File: config.mk
export PLATFORM = sky130hd
export DESIGN_NAME = imem_loader
export DESIGN_NICKNAME = d
export VERILOG_FILES = /design/src/rtl/imem_loader_pkg.sv /design/src/rtl/imem_loader_byte_packer.sv /design/src/rtl/imem_loader.sv
export SDC_FILE = /design/constraint.sdc
export NUM_CORES = 1
export LEC_CHECK = 0
export BUFFER_PORTS_ARGS = -buffer_cell sky130_fd_sc_hd__buf_2
export CORE_AREA = 2 2 102 104
export CTS_BUF_LIST = sky130_fd_sc_hd__clkbuf_4 sky130_fd_sc_hd__clkbuf_8
export CTS_CLUSTER_SIZE = 10
export DETAILED_ROUTE_END_ITERATION = 16
export DIE_AREA = 0 0 104 106
export GPL_ROUTABILITY_DRIVEN = 0
export SYNTH_ARGS = -nofsm -noshare
export SYNTH_HDL_FRONTEND = slang
export SYNTH_HIERARCHICAL = 1
export SYNTH_SLANG_ARGS = --single-unit
File: constraint.sdc
create_clock -name clk -period 2.5 [get_ports clk]
set_clock_uncertainty 0.1 [all_clocks]
set_input_delay 0.125 -clock clk [delete_from_list [all_inputs] [get_ports clk]]
set_output_delay 0.125 -clock clk [all_outputs]
set_load 0.01 [all_outputs]
File: src/rtl/imem_loader_pkg.sv
// Shared CPU-side constants and the instruction-memory loader state encoding.
package imem_loader_pkg;

  localparam int unsigned IMEM_ADDR_W = 10;
  localparam int unsigned CHK_W       = 8;

  typedef enum logic [2:0] {
    StIdle  = 3'd0,
    StLenLo = 3'd1,
    StLenHi = 3'd2,
    StData  = 3'd3,
    StCsum  = 3'd4,
    StDone  = 3'd5,
    StError = 3'd6
  } loader_state_e;

endpackage

File: src/rtl/imem_loader_byte_packer.sv
// Packs accepted bytes little-endian into 32-bit words; word_valid pulses the cycle
// after the 4th byte of each word is accepted.
module imem_loader_byte_packer (
  input  logic        clk,
  input  logic        reset,
  input  logic        clear,
  input  logic        byte_en,
  input  logic [7:0]  byte_in,
  output logic [31:0] word,
  output logic        word_valid,
  output logic        last_byte
);

  logic [1:0]  idx;
  logic [31:0] shreg;
  logic        wv;

  always_ff @(posedge clk or negedge reset) begin
    if (!reset) begin
      idx   <= '0;
      shreg <= '0;
      wv    <= 1'b0;
    end else begin
      wv <= byte_en && (idx == 2'd3) && !clear;
      if (clear) begin
        idx <= '0;
      end else if (byte_en) begin
        idx   <= idx + 2'd1;
        // Shifting in from the top leaves the first byte in [7:0] after four bytes.
        shreg <= {byte_in, shreg[31:8]};
      end
    end
  end

  assign word       = shreg;
  assign word_valid = wv;
  assign last_byte  = (idx == 2'd3);

endmodule

File: src/rtl/imem_loader.sv
// Streams a length-prefixed, XOR-checksummed byte image into instruction memory and
// releases the CPU hold only after a clean load.
module imem_loader
  import imem_loader_pkg::*;
#(
  parameter int unsigned ADDR_W    = IMEM_ADDR_W,
  parameter int unsigned MAX_WORDS = 1024
) (
  input  logic              clk,
  input  logic              reset,
  input  logic              start,
  input  logic [7:0]        rx_data,
  input  logic              rx_valid,
  output logic              rx_ready,
  output logic [ADDR_W-1:0] im_addr,
  output logic [31:0]       im_wdata,
  output logic              im_wen,
  output logic              cpu_hold,
  output logic              busy,
  output logic              done,
  output logic              err,
  output logic [ADDR_W:0]   words_loaded
);

  loader_state_e state, state_next;

  logic [15:0]      len;
  logic [CHK_W-1:0] chk;
  logic [ADDR_W:0]  wcnt;
  logic             hold;

  logic        xfer;
  logic        restart;
  logic        data_byte;
  logic        last_byte;
  logic        last_word;
  logic        len_bad;
  logic [15:0] len_full;
  logic [16:0] wcnt_next;

  assign rx_ready = (state == StLenLo) || (state == StLenHi) ||
                    (state == StData)  || (state == StCsum);
  assign busy     = rx_ready;
  assign done     = (state == StDone);
  assign err      = (state == StError);

  assign xfer      = rx_valid && rx_ready;
  assign restart   = start && ((state == StIdle) || (state == StDone) || (state == StError));
  assign data_byte = xfer && (state == StData);

  assign len_full  = {rx_data, len[7:0]};
  assign len_bad   = (len_full == 16'd0) || (32'(len_full) > MAX_WORDS);
  // The previous word's write has always retired by the 4th byte of the next word.
  assign wcnt_next = 17'(wcnt) + 17'd1;
  assign last_word = (wcnt_next == {1'b0, len});

  imem_loader_byte_packer u_packer (
    .clk        (clk),
    .reset      (reset),
    .clear      (restart),
    .byte_en    (data_byte),
    .byte_in    (rx_data),
    .word       (im_wdata),
    .word_valid (im_wen),
    .last_byte  (last_byte)
  );

  always_ff @(posedge clk or negedge reset) begin
    if (!reset) begin
      state <= StIdle;
    end else begin
      state <= state_next;
    end
  end

  always_comb begin
    state_next = state;
    unique case (state)
      StIdle, StDone, StError: begin
        if (start) state_next = StLenLo;
      end
      StLenLo: begin
        if (xfer) state_next = StLenHi;
      end
      StLenHi: begin
        if (xfer) begin
          if (len_bad) state_next = StError;
          else         state_next = StData;
        end
      end
      StData: begin
        // The final word's write strobe lands in the first CSUM cycle.
        if (xfer && last_byte && last_word) state_next = StCsum;
      end
      StCsum: begin
        if (xfer) begin
          if (rx_data == chk) state_next = StDone;
          else                state_next = StError;
        end
      end
      default: state_next = StIdle;
    endcase
  end

  always_ff @(posedge clk or negedge reset) begin
    if (!reset) begin
      len  <= '0;
      chk  <= '0;
      wcnt <= '0;
      hold <= 1'b1;
    end else begin
      if (xfer && (state == StLenLo)) len[7:0]  <= rx_data;
      if (xfer && (state == StLenHi)) len[15:8] <= rx_data;

      if (restart)        chk <= '0;
      else if (data_byte) chk <= chk ^ rx_data;

      if (restart)     wcnt <= '0;
      else if (im_wen) wcnt <= wcnt + 1'b1;

      if (restart)              hold <= 1'b1;
      else if (state == StDone) hold <= 1'b0;
    end
  end

  assign im_addr      = wcnt[ADDR_W-1:0];
  assign words_loaded = wcnt;
  assign cpu_hold     = hold;

endmodule

==> results of run 1 <==
==> stage by stage <==
step                      utilization  cell area, µm²  total power (µW)
after CTS                       0.451            4510              4750
after global placement          0.427            4270              3710
after detailed placement        0.427            4270              3770
final                           0.451            4510              4690
after global routing            0.451            4510              5000
after floorplan                     -            3920              3270
==> synthesized netlist by cell type, types with 2 or more instances <==
master	number	area share
dfrtp_1	73	0.47
nor2_1	32	0.031
mux2_4	29	0.11
xor2_1	28	0.063
nand2_1	21	0.020
mux2_2	19	0.055
xnor2_1	14	0.031
buf_4	12	0.023
nand3_1	8	0.010
nor4_1	8	0.013
nand4_1	7	0.011
a21oi_1	5	0.0064
nor3_1	5	0.0064
clkbuf_1	4	0.0038
clkbuf_8	4	0.014
inv_1	4	0.0038
buf_12	3	0.015
buf_6	3	0.0086
mux2i_1	3	0.0077
nor2b_1	3	0.0048
nor3b_1	3	0.0058
o211ai_1	3	0.0058
ha_1	2	0.0064
nand2b_1	2	0.0032
o21ai_0	2	0.0026
o31ai_1	2	0.0038
or3_1	2	0.0032
==> power by group through the flow <==
stage	clock, µW	sequential [µW]	combinational [µW]
floorplan	0	2040	1240
global placement	0	2020	1690
detailed placement	0	2050	1720
CTS	984	2030	1730
global route	1040	2100	1860
finish	952	2030	1710
==> critical path, stage by stage, from the launching register on <==
cell and delay [ns]:
dfrtp_1 0.35, ha_1 0.31, nand4_4 0.17, or4_1 0.54, o21ai_1 0.09, o22ai_1 0.11, or3_1 0.39, o31ai_2 0.17
==> per-layer routing <==
metal,up-vias,global-route usage,wire length [µm]
met3,8,0.0374,285
met5,-,0,0
met2,54,0.247,3970
met1,1342,0.208,3770
met4,0,0.0589,125
li1,1262,-,-
==> area by class of cell <==
cell class / instances / share of cell area
inverters: 5 / 0.00416
repair buffers: 84 / 0.106
flip-flops and latches: 74 / 0.411
well taps: 136 / 0.0377
clock buffers: 10 / 0.0305
multi-input cells: 222 / 0.397
clock inverters: 6 / 0.0144
==> worst min path at each step <==
stage                from                       endpoint  slack (ns)
2_1_floorplan       reset             chk[0]$_DFFE_PN0P_       -0.27
3_3_place_gp        reset  u_packer/word[10]$_DFFE_PN0P_       -0.12
3_5_place_dp        reset  u_packer/word[10]$_DFFE_PN0P_       -0.11
4_1_cts        rx_data[7]  u_packer/word[31]$_DFFE_PN0P_       0.004
5_1_grt        rx_data[7]  u_packer/word[31]$_DFFE_PN0P_        0.02
6_report       rx_data[7]  u_packer/word[31]$_DFFE_PN0P_        0.02
==> cells by family after synthesis <==
family	share of synthesized area
fa+ha+maj	0.00895
buf+inv	0.0697
simple gates	0.136
compound gates	0.0441
xor+xnor	0.0940
flops	0.473
mux	0.174
==> state kept, by name, indices dropped and copies added, names as in the netlist <==
register,flops
chk,8
cpu_hold,1
len,16
state,3
u_packer/idx,2
u_packer/word,32
u_packer/word_valid,1
words_loaded,11
==> out/qor.yml, run 1 <==
cts_root_buf: "clkbuf_8"
synthCells: 327
synth_edf_count: 0
clk_latency_ns: 0.35
fp.dieW_um: 104
areaGrowthSynthToFinish_pct: 15.2
cp-start-kind: "register"
power_frac_seq: 0.432
p_comb_frac: 0.365
maxCapViolations: 0
antenna_found_initial: 0
grt_pass1_wl_mm: 13.7
slew_headroom: 0.573
initialDrtViolationCount: 114
p_int_uw: 3070
routed_wl_mm: 8.15
setup_tns_ns: 0
synth_area_per_cell_um2: 12.0
place_inst: 517
async_reset_ff_frac: 1.00
worst_slew_pin_slew_ns: 0.625
viasPerCell: 4.96
grt_pass1_vias: 2651
p_switching_uw: 1620
ir_drop_v: 0.000409
drt-pass1-iter-count: 4
ctsResizeCount: 0
initial_core_util: 0.392
synth_cell_types: 53
cts_setup_buffers: 0
clkTransAtPathRegs_ns: 0.08
holdWs_ns: 0.0198
remaining_drc_errors: 0
arrival_ns: 2.49
p_leak_uw: 0.00216
routedWlPerCell_um: 15.2
hold_class: "primary input to register"
final_cells: 537
grt_usage: 0.156
die_h_um: 106
setup_viol: 0
nets: 410
rsz0062_at_grt: "no"
min_period_ns: 2.33
status: "complete, no violations"
cts_made_buffers: 9
ys_ff_latch: 74
final_common_cell: "dfrtp_1"
cp_max_fo: 8
layout_common_cells: "73 x dfrtp_1, 70 x buf_2, 32 x nor2_1"
cp-end-kind: "register"
hold_buffers: 4
cts.path.max_buffers: 2
io_pins: 71
final_layout_size_suffix_gt1_frac: 0.382
reg2reg_to: "state[2]$_DFFE_PN0P_"
r2r_cells: 7
cts.htree.levels: 3
clock-sinks: 74
report.final.hold_viol_count: 0
rows: 37
routed-via-count: 2666
critPathKind: "register to register"
yosysSeqAreaShare: 0.473
synth_top_flop_cell: "dfrtp_1"
reg2reg_slack_ns: 0.17
hold_depth: 2
fmax_ghz: 0.430
drv_slew: 0
port_buffers: 70
r2r-start: "words_loaded[0]$_DFFE_PN0P_"
syn_nets: 341
core_um2: 10000
detailed_place_hpwl_mm: 5.79
switching_share: 0.346
die_area_um2: 11000
multi_input_area_um2: 1790
drtAntennaViolNets: 0
n_antenna_cell: 0
fillers: 979
dp_slack_ns: 0.197
grt-ovfl-total: 0
cp-startpoint: "words_loaded[0]$_DFFE_PN0P_"
grt_max_degree: 41
synthesis.area_um2: 3920
crit_path_end: "state[2]$_DFFE_PN0P_"
power_density_nw_per_um2: 1040
regArea_um2: 1850
post-route-period-util: 0.931
required_ns: 2.66
yosys_warnings: 6
finalWorstSetupSlack_ns: 0.173
power.share.clock: 0.203
cts_tree: "built"
Power figures use the tool's default switching activity.
==> inputs of run 2 (changes only) <==
--- a/config.mk
+++ b/config.mk
@@ -6,11 +6,11 @@
 export NUM_CORES = 1
 export LEC_CHECK = 0
 export BUFFER_PORTS_ARGS = -buffer_cell sky130_fd_sc_hd__buf_2
-export CORE_AREA = 2 2 102 104
+export CORE_AREA = 2 2 129 131
 export CTS_BUF_LIST = sky130_fd_sc_hd__clkbuf_4 sky130_fd_sc_hd__clkbuf_8
 export CTS_CLUSTER_SIZE = 10
 export DETAILED_ROUTE_END_ITERATION = 16
-export DIE_AREA = 0 0 104 106
+export DIE_AREA = 0 0 131 133
 export GPL_ROUTABILITY_DRIVEN = 0
 export SYNTH_ARGS = -nofsm -noshare
 export SYNTH_HDL_FRONTEND = slang
==> out/qor.yml, run 2 (synthesis results as in run 1) <==
die_h_um: 133
n_antenna_cell: 0
rows: 47
die_area_um2: 17400
grt-ovfl-total: 0
areaGrowthSynthToFinish_pct: 19.1
cp-start-kind: "register"
final_common_cell: "dfrtp_1"
port_buffers: 70
slew_headroom: 0.516
grt_usage: 0.104
core_um2: 16200
ir_drop_v: 0.000323
slowest_stage: "or4_1"
hold_buffers: 4
fin_area_um2: 4660
fillers: 1672
cp-end-kind: "register"
grt_pass1_vias: 2630
fp.dieW_um: 131
placed_cell_area_um2: 4380
total_power_uw: 4910
routed_wl_mm: 8.64
ctsResizeCount: 0
worst_slew_pin_slew_ns: 0.707
final_core_util: 0.288
maxCapViolations: 0
routed-via-count: 2658
clock-sinks: 74
critPathKind: "register to register"
layout_common_cells: "73 x dfrtp_1, 70 x buf_2, 32 x nor2_1"
final_layout_size_suffix_gt1_frac: 0.380
hold_class: "primary input to register"
fmax_ghz: 0.427
remaining_drc_errors: 0
detailed_place_hpwl_mm: 6.23
status: "complete, no violations"
setup_viol: 0
max_stage_delay_ns: 0.55
nets: 409
drv_slew: 0
cts_made_buffers: 9
post-route-period-util: 0.937
antenna_found_initial: 0
clk_latency_ns: 0.36
power_density_nw_per_um2: 1050
arrival_ns: 2.51
routedWlPerCell_um: 13.9
setup_tns_ns: 0
grt_max_degree: 49
worstPathCellList: "ha_1 -> nand4_4 -> or4_1 -> o21ai_1 -> o22ai_1 -> or3_1 -> o31ai_2"
required_ns: 2.67
cts.path.max_buffers: 2
drtAntennaViolNets: 0
cp_max_fo: 8
cts.htree.levels: 3
report.final.hold_viol_count: 0
io_pins: 71
min_period_ns: 2.34
initialDrtViolationCount: 53
viasPerCell: 4.29
cts_tree: "built"
cts_root_buf: "clkbuf_8"
grt_pass1_wl_mm: 14.1
rsz0062_at_grt: "no"
holdWs_ns: 0.0311
initial_core_util: 0.242
drt-pass1-iter-count: 4
clkTransAtPathRegs_ns: 0.08
p_leak_uw: 0.00218
largest_reg_flops: 32
cts_setup_buffers: 0
run 2: cell count changes in the layout (fill, tap and decap cells not counted), sizes merged:
| cell | previous run | this run |
|---|---|---|
| inv | 5 | 6 |
| buf | 80 | 79 |
| bufinv | 1 | 3 |
| clkinvlp | 1 | 0 |
| clkinv | 4 | 2 |
run 2: path summary, 6_finish.rpt:
kind                                             startpoint                             to  slack [ns]  cells after the start
worst min-delay path                             rx_data[0]  u_packer/word[24]$_DFFE_PN0P_        0.03                      2
worst max-delay path            words_loaded[1]$_DFFE_PN0P_           state[2]$_DFFE_PN0P_        0.16                      7
worst max register to register  words_loaded[1]$_DFFE_PN0P_           state[2]$_DFFE_PN0P_        0.16                      7
min in group asynchronous                             reset   u_packer/word[1]$_DFFE_PN0P_        0.22                      2
max in group asynchronous                             reset           cpu_hold$_DFFE_PN1P_        1.37                      3
worst min register to register         cpu_hold$_DFFE_PN1P_           cpu_hold$_DFFE_PN1P_        0.37                      2
run 2: per-layer routing:
metal / up-vias / global-route usage / share of wire
met3: 8 / 0.0299 / 0.056
met1: 1305 / 0.138 / 0.48
met4: 0 / 0.0319 / 0.0098
met5: - / 0 / 0
li1: 1263 / - / -
met2: 82 / 0.164 / 0.46
run 2: power by group:
part           internal, µW  switching [µW]  total [µW]
sequential             1630             395        2030
combinational           956             780        1740
clock                   679             466        1150
total                  3270            1640        4910
run 2: per-stage QoR:
stage,instances,setup slack [ns]
final,620,0.158
after floorplan,327,0.103
after global placement,600,0.229
after detailed placement,600,0.169
after CTS,620,0.149
after global routing,620,0.0135
run 2: cell type report:
cell class              count  area (µm²)  share of cell area
clock buffers              10         131              0.0282
inverters                   5        18.8             0.00402
repair buffers             83         483               0.104
well taps                 220         275              0.0590
clock inverters             6         113              0.0241
multi-input cells         222        1790               0.384
flip-flops and latches     74        1850               0.397
run 2: worst max-delay path, delay by kind of cell (launching register included):
kind / cells / cell delay, ns
AOI/OAI and AO/OA: 3 / 0.39
adders and majority gates: 1 / 0.31
DFF: 1 / 0.36
and+or+nand+nor: 3 / 1.10
